`src/rtl/mem_arbiter.sv`:
```
// Shares the external memory bus between instruction fetch and the data port.
// Data has priority; a streak counter stops data from starving fetch.
module mem_arbiter #(
    parameter int MAX_DATA_STREAK = 4,
    parameter int STREAK_WIDTH    = 3
) (
    input  logic        clk,
    input  logic        reset,
    input  logic        fetch_req,
    input  logic [31:0] fetch_addr,
    output logic        fetch_ready,
    output logic [31:0] fetch_data,
    input  logic        mem_req,
    input  logic        mem_write,
    input  logic [31:0] mem_addr,
    input  logic [31:0] mem_wdata,
    input  logic [3:0]  mem_strb,
    output logic        mem_ready,
    output logic [31:0] mem_rdata,
    output logic        ext_valid,
    output logic        ext_write,
    output logic [31:0] ext_addr,
    output logic [31:0] ext_wdata,
    output logic [3:0]  ext_strb,
    input  logic        ext_ready,
    input  logic [31:0] ext_rdata
);

    localparam logic [1:0] S_IDLE      = 2'd0;
    localparam logic [1:0] S_BUS_FETCH = 2'd1;
    localparam logic [1:0] S_BUS_MEM   = 2'd2;
    localparam logic [1:0] S_RESP      = 2'd3;

    localparam logic [STREAK_WIDTH-1:0] STREAK_MAX =
        STREAK_WIDTH'(MAX_DATA_STREAK);

    logic [1:0]              state_q, state_d;
    logic [STREAK_WIDTH-1:0] streak_q, streak_d;
    logic                    ext_valid_q, ext_valid_d;
    logic                    ext_write_q, ext_write_d;
    logic [31:0]             ext_addr_q, ext_addr_d;
    logic [31:0]             ext_wdata_q, ext_wdata_d;
    logic [3:0]              ext_strb_q, ext_strb_d;
    logic                    fetch_ready_q, fetch_ready_d;
    logic                    mem_ready_q, mem_ready_d;
    logic [31:0]             fetch_data_q, fetch_data_d;
    logic [31:0]             mem_rdata_q, mem_rdata_d;
    logic                    fetch_forced;
    logic                    bus_done;

    assign fetch_forced = fetch_req && (streak_q == STREAK_MAX);
    assign bus_done     = ext_valid_q && ext_ready;

    always_comb begin
        state_d       = state_q;
        streak_d      = streak_q;
        ext_valid_d   = ext_valid_q;
        ext_write_d   = ext_write_q;
        ext_addr_d    = ext_addr_q;
        ext_wdata_d   = ext_wdata_q;
        ext_strb_d    = ext_strb_q;
        fetch_ready_d = 1'b0;
        mem_ready_d   = 1'b0;
        fetch_data_d  = fetch_data_q;
        mem_rdata_d   = mem_rdata_q;
        case (state_q)
            S_IDLE: begin
                if (mem_req && !fetch_forced) begin
                    state_d     = S_BUS_MEM;
                    ext_valid_d = 1'b1;
                    ext_write_d = mem_write;
                    ext_addr_d  = mem_addr;
                    ext_wdata_d = mem_wdata;
                    ext_strb_d  = mem_write ? mem_strb : 4'b0000;
                    if (!fetch_req) begin
                        streak_d = '0;
                    end else if (streak_q != STREAK_MAX) begin
                        streak_d = streak_q + 1'b1;
                    end
                end else if (fetch_req) begin
                    state_d     = S_BUS_FETCH;
                    ext_valid_d = 1'b1;
                    ext_write_d = 1'b0;
                    ext_addr_d  = fetch_addr;
                    ext_wdata_d = 32'h0;
                    ext_strb_d  = 4'b0000;
                    streak_d    = '0;
                end
            end
            S_BUS_FETCH: begin
                if (bus_done) begin
                    state_d       = S_RESP;
                    ext_valid_d   = 1'b0;
                    fetch_data_d  = ext_rdata;
                    // a redirected fetch lets the bus finish but gets no pulse
                    fetch_ready_d = fetch_req;
                end
            end
            S_BUS_MEM: begin
                if (bus_done) begin
                    state_d     = S_RESP;
                    ext_valid_d = 1'b0;
                    mem_ready_d = mem_req;
                    if (!ext_write_q) begin
                        mem_rdata_d = ext_rdata;
                    end
                end
            end
            default: begin
                state_d = S_IDLE;
            end
        endcase
    end

    always_ff @(posedge clk) begin
        if (reset) begin
            state_q       <= S_IDLE;
            streak_q      <= '0;
            ext_valid_q   <= 1'b0;
            ext_write_q   <= 1'b0;
            ext_addr_q    <= 32'h0;
            ext_wdata_q   <= 32'h0;
            ext_strb_q    <= 4'b0000;
            fetch_ready_q <= 1'b0;
            mem_ready_q   <= 1'b0;
            fetch_data_q  <= 32'h0;
            mem_rdata_q   <= 32'h0;
        end else begin
            state_q       <= state_d;
            streak_q      <= streak_d;
            ext_valid_q   <= ext_valid_d;
            ext_write_q   <= ext_write_d;
            ext_addr_q    <= ext_addr_d;
            ext_wdata_q   <= ext_wdata_d;
            ext_strb_q    <= ext_strb_d;
            fetch_ready_q <= fetch_ready_d;
            mem_ready_q   <= mem_ready_d;
            fetch_data_q  <= fetch_data_d;
            mem_rdata_q   <= mem_rdata_d;
        end
    end

    assign ext_valid   = ext_valid_q;
    assign ext_write   = ext_write_q;
    assign ext_addr    = ext_addr_q;
    assign ext_wdata   = ext_wdata_q;
    assign ext_strb    = ext_strb_q;
    assign fetch_ready = fetch_ready_q;
    assign mem_ready   = mem_ready_q;
    assign fetch_data  = fetch_data_q;
    assign mem_rdata   = mem_rdata_q;

endmodule

```
`config.mk`:
```
export PLATFORM = sky130hd
export DESIGN_NAME = mem_arbiter
export DESIGN_NICKNAME = d
export VERILOG_FILES = /design/src/rtl/mem_arbiter.sv
export SDC_FILE = /design/constraint.sdc
export NUM_CORES = 1
export LEC_CHECK = 0
export BUFFER_PORTS_ARGS = -buffer_cell sky130_fd_sc_hd__buf_2
export CORE_MARGIN = 1.5
export CORE_UTILIZATION = 41
export CTS_CLUSTER_SIZE = 14
export DETAILED_ROUTE_END_ITERATION = 8
export PLACE_DENSITY = 0.76
export SLEW_MARGIN = 25
export SYNTH_ARGS = -nofsm -noshare
export SYNTH_HDL_FRONTEND = slang
export SYNTH_SLANG_ARGS = --single-unit
```
`constraint.sdc`:
```
create_clock -name clk -period 1.6 [get_ports clk]
set_clock_uncertainty 0.2 [all_clocks]
set_input_delay 0.08 -clock clk [delete_from_list [all_inputs] [get_ports clk]]
set_output_delay 0.08 -clock clk [all_outputs]
set_load 0.01 [all_outputs]
```
# Yosys cells after proc, flatten, opt, wreduce, memory -nomap -nowiden
# Index checks and enable logic that the tools add are counted.
# totals
ff_bits	141
input_bits	138
output_inout_bits	136
word_cells	60
# op_classes
n_addsub	1
eq_ne	7
n_mux	21
n_bitwise	4
n_reduce_logical	16
# ops
op	count
2-to-1 mux 32 bit	4
2-to-1 mux 3 bit	4
2-to-1 mux 4 bit	3
AND reduction 3 bit	3
2-to-1 mux 2 bit	3
!= test 3 bit (second input constant)	2
AND reduction 2 bit	3
OR reduction 3 bit	2
2-to-1 mux 1 bit	5
NOT 1 bit	4
one-hot mux 2 bit (2 select lines)	1
nonzero test 2 bit	2
adder 3 x 1 -> 3 bit (second input constant)	1
equality test 3 bit (second input constant)	1
logical AND 1 bit	3
!= test 3 x 2 -> 1 bit (second input constant)	1
equality test 2 x 1 -> 1 bit (second input constant)	1
equality test 2 bit (second input constant)	1
logical NOT 2 bit	1
!= test 2 x 1 -> 1 bit (second input constant)	1
one-hot mux 1 bit (2 select lines)	1
OR reduction 2 bit	1
logical NOT 1 bit	1

# Logic depth before layout (Yosys ltp)
# logic_depth
word_depth	6
mapped_depth	7
ltp_nobuf	5

# Worst setup path before layout
# Ideal clock, no wire load.
# synth_timing
kind	reg-to-reg
start	register state_q[0]
end	register ext_wdata_q[10], in the netlist ext_wdata[10]
setup_time_ps	70
arrival_ps	1414
t_required_ps	1330
setup_slack_ps	-85
stages_incl_launch_ff	8
n_path_buf	2
synth_period_minus_slack_ps	1685
path_cell_list	dfxtp_1 -> inv_1 -> ha_1 -> clkbuf_1 -> o21ai_1 -> clkbuf_1 -> nand2_1 -> a21oi_1
# synth_between
elab_chain_cells	2
# synth_rtl
element	line	text
start, declared	37	logic [1:0] state_q, state_d;
start signal, assigned	129	state_q <= state_d;
logical NOT 2 bit	66	case (state_q)
AND reduction 2 bit (no source line)	n/a	
end signal, assigned	134	ext_wdata_q <= ext_wdata_d;
end, declared	42	logic [31:0] ext_wdata_q, ext_wdata_d;
# Every way passes these cells.
# A chain may end at the register's enable or synchronous reset.

# Worst setup path after layout
# layout_timing
start	register streak_q[1]
end	register ext_addr_q[11], in the netlist ext_addr[11]
# layout_between
elab_chain_cells	6
word_cells_on_any_way	7
classes_between	eq/ne (1); mux (1); reduce/logical (5)
# layout_rtl
element	line	text
start, declared	38	logic [STREAK_WIDTH-1:0] streak_q, streak_d;
start signal, assigned	130	streak_q <= streak_d;
equality test 3 bit *	51	assign fetch_forced = fetch_req && (streak_q == STREAK_MAX);
logical AND 1 bit *	51	
logical NOT 1 bit *	68	if (mem_req && !fetch_forced) begin
logical AND 1 bit *	68	
nonzero test 2 bit (no source line)	n/a	
AND reduction 2 bit (no source line)	n/a	
end signal, assigned	133	ext_addr_q <= ext_addr_d;
end, declared	41	logic [31:0] ext_addr_q, ext_addr_d;
# Every way passes the cells marked *; elsewhere a longest branch is shown, timed or not.

==> flow_summary.toml <==
[clocking]
cts_tree = "built"
numCtsBuffers = 17
cts_max_level = 4
cts_root_buf = "clkbuf_16"
path_clk_slew_ns = 0.06
clockBufferDepth = 2
clock_latency_ns = 0.42
clkSinkCount = 141

[synthesis]
ys_seq_area_share_pct = 50.9
ys_top_cells_by_count = "nand2_1 (165), dfxtp_1 (141), a21oi_1 (101)"
syn_inst = 687
avgSynthCellArea_sq_um = 8.06
synthArstFlopShare_pct = 0
ys_types = 30
yosysTopAreaCellShare_pct = 50.9
synth.net_count = 831
ys.flop_type = "dfxtp_1"
syn_area_sq_um = 5540
synth_edf_count = 0
synth_most_common_cell = "nand2_1"
synthTopCellsByArea = "dfxtp_1 (51%), nand2_1 (11%), a21oi_1 (9.1%), a311oi_1 (5.5%), nand4_1 (3.7%)"
synth_seq_cells = 141
yosys.area.top_type = "dfxtp_1"
yosys_warnings = 0

[grt]
grt_max_degree = 47
grt_pass1_wl_um = 34400
busiest_layer = "met2"
antenna_found_initial = 2
first_global_vias = 7041
met1_usage_pct = 32.2
use_met3_pct = 9.58
grt-ovfl-total = 0
track_usage_pct = 30.5
met2_usage_pct = 53.2

[critical_path]
required_ns = 1.72
worstSetupPathType = "reg -> reg"
end_kind = "register"
crit_fanout = 8
start_kind = "register"
arrival_ns = 1.83

[hold_path]
min_path_type = "reg -> reg"

[timing]
final_hold_viol_count = 0
whs_ns = 0.249
fin_ws_ns = -0.118
slew_headroom_pct = 60.6
rsz0062_at_grt = "yes"
post-route-period-util_pct = 107
tightest_slew_ns = 0.591
layout_min_cycle_time_ns = 1.72
clock.fmax_ghz = 0.582
drv_slew = 0
finalSetupViolCount = 47

[placement]
io_buffers = 273
place_congestion = 0.855
dp_hpwl_um = 11900

[die]
dieWidth_um = 119
placementRows = 42
io_pins = 274
die_h_um = 119
start_util_pct = 42.0
die_area_sq_um = 14200
core_sq_um = 13200

[detailed_routing]
wl_per_cell_um = 20.2
wirelength_um = 26100
first_iter_violations = 669
antenna_left = 0
vias = 7409
drc = 0
drtPass1Iterations = 5
viasPerCell = 5.73

[run_status]
status = "finished, violations left"
violations = "setup timing"

[pwr]
leakage_nw = 4.43
peakVddDrop_uv = 1100
power_density_nw_per_um2 = 1270

[finish]
fin_util_pct = 77.4
fillerInstances = 751
drive_gt1_share_pct = 42.0
area_delta_synth_final_pct = 84.3
nets = 1245

[job]
cap_violations = 0
==> area by class of cell <==
type / count / area [sq um] / share of cell area (%)
clock inverters: 10 / 138 / 1.35
repair buffers: 461 / 3600 / 35.3
inverters: 6 / 22.5 / 0.221
diodes: 2 / 5.00 / 0.0490
flip-flops and latches: 141 / 2830 / 27.7
well taps: 176 / 220 / 2.16
clock buffers: 22 / 474 / 4.65
multi-input cells: 474 / 2920 / 28.6
==> registers in the layout, indices dropped and copies added, names as in the netlist <==
register,count
ext_strb,4
state_q,2
ext_addr,32
mem_rdata,32
fetch_ready,1
fetch_data,32
streak_q,3
mem_ready,1
ext_wdata,32
ext_valid,1
ext_write,1
==> report_power, final <==
| group | leakage [nW] | total (mW) | switching (mW) | internal, mW |
|---|---|---|---|---|
| combinational | 2.99 | 4.49 | 2.42 | 2.07 |
| sequential | 1.15 | 4.37 | 0.331 | 4.04 |
| clock | 0.296 | 4.10 | 1.53 | 2.57 |
| total | 4.43 | 13.0 | 4.28 | 8.68 |
==> kinds of logic after synthesis <==
| family | synth area share [%] |
|---|---|
| AND/OR/NAND/NOR | 23.3 |
| AO/OA/AOI/OAI | 18.8 |
| adder cells (fa/ha/maj) | 1.35 |
| buffers and inverters | 5.56 |
| flip-flops | 50.9 |
==> worst max-delay path, cell delays in order, from the launching register on <==
cell and delay [ns]:
dfxtp_2 0.32, inv_2 0.07, ha_4 0.16, and3_4 0.30
clkbuf_16 0.20, o21ai_2 0.06, a311oi_1 0.30
==> cells in the final DEF (no fill, tap or decap), types with 7 or more instances in the layout <==
cell           count
nor2_1            33
nand3b_1           8
buf_6              7
nand2_2           11
buf_2            272
nand2_4           11
dfxtp_1          137
o21ai_2           16
a21oi_2           41
buf_12            19
nand3_1           34
o21ai_1           13
nand2_1          143
a311oi_2           8
clkbuf_16         27
a311oi_1          27
o21ai_0            7
buf_4             14
a21oi_1           59
nand4_1           33
dlygate4sd3_1    137
==> through the flow <==
stage | power, mW | std cells | cell area (sq um) | setup TNS [ns] | setup slack (ns)
2_1_floorplan | 6.12 | 687 | 5550 | 0 | 0.000708
3_3_place_gp | 7.59 | 1102 | 7330 | -0.0152 | -0.0141
3_5_place_dp | 7.65 | 1102 | 7330 | -0.633 | -0.0520
4_1_cts | 12.0 | 1274 | 9420 | -0.0380 | -0.0246
5_1_grt | 13.4 | 1292 | 10200 | -4.94 | -0.156
6_report | 13.0 | 1292 | 10200 | -1.95 | -0.118
==> per-layer routing <==
metal | vias up | wire (um) | part of all wire (%)
met4 | 0 | 1700 | 6.5
li1 | 3248 | - | -
met5 | - | 0 | 0
met2 | 530 | 12900 | 49
met3 | 154 | 2390 | 9.2
met1 | 3477 | 9160 | 35
==> repair_timing <==
action                     4_1_cts  5_1_grt
setup endpoints to repair       45      113
gates cloned                     2       12
resized for setup               14      152
pin swaps                        4       72
hold buffers                   137        0
setup buffers                    1        4
hold endpoints to repair       139        0
==> worst paths after layout <==
kind / startpoint / endpoint / slack (ns) / depth (start not counted)
min reg2reg: ext_wdata[25]$_SDFFE_PP0P_ / ext_wdata[25]$_SDFFE_PP0P_ / 0.25 / 2
max reg2reg: streak_q[1]$_SDFFE_PP0P_ / ext_addr[11]$_SDFFE_PP0P_ / -0.12 / 6
max: streak_q[1]$_SDFFE_PP0P_ / ext_addr[11]$_SDFFE_PP0P_ / -0.12 / 6
min: ext_wdata[25]$_SDFFE_PP0P_ / ext_wdata[25]$_SDFFE_PP0P_ / 0.25 / 2
Power figures use the tool's default switching activity.
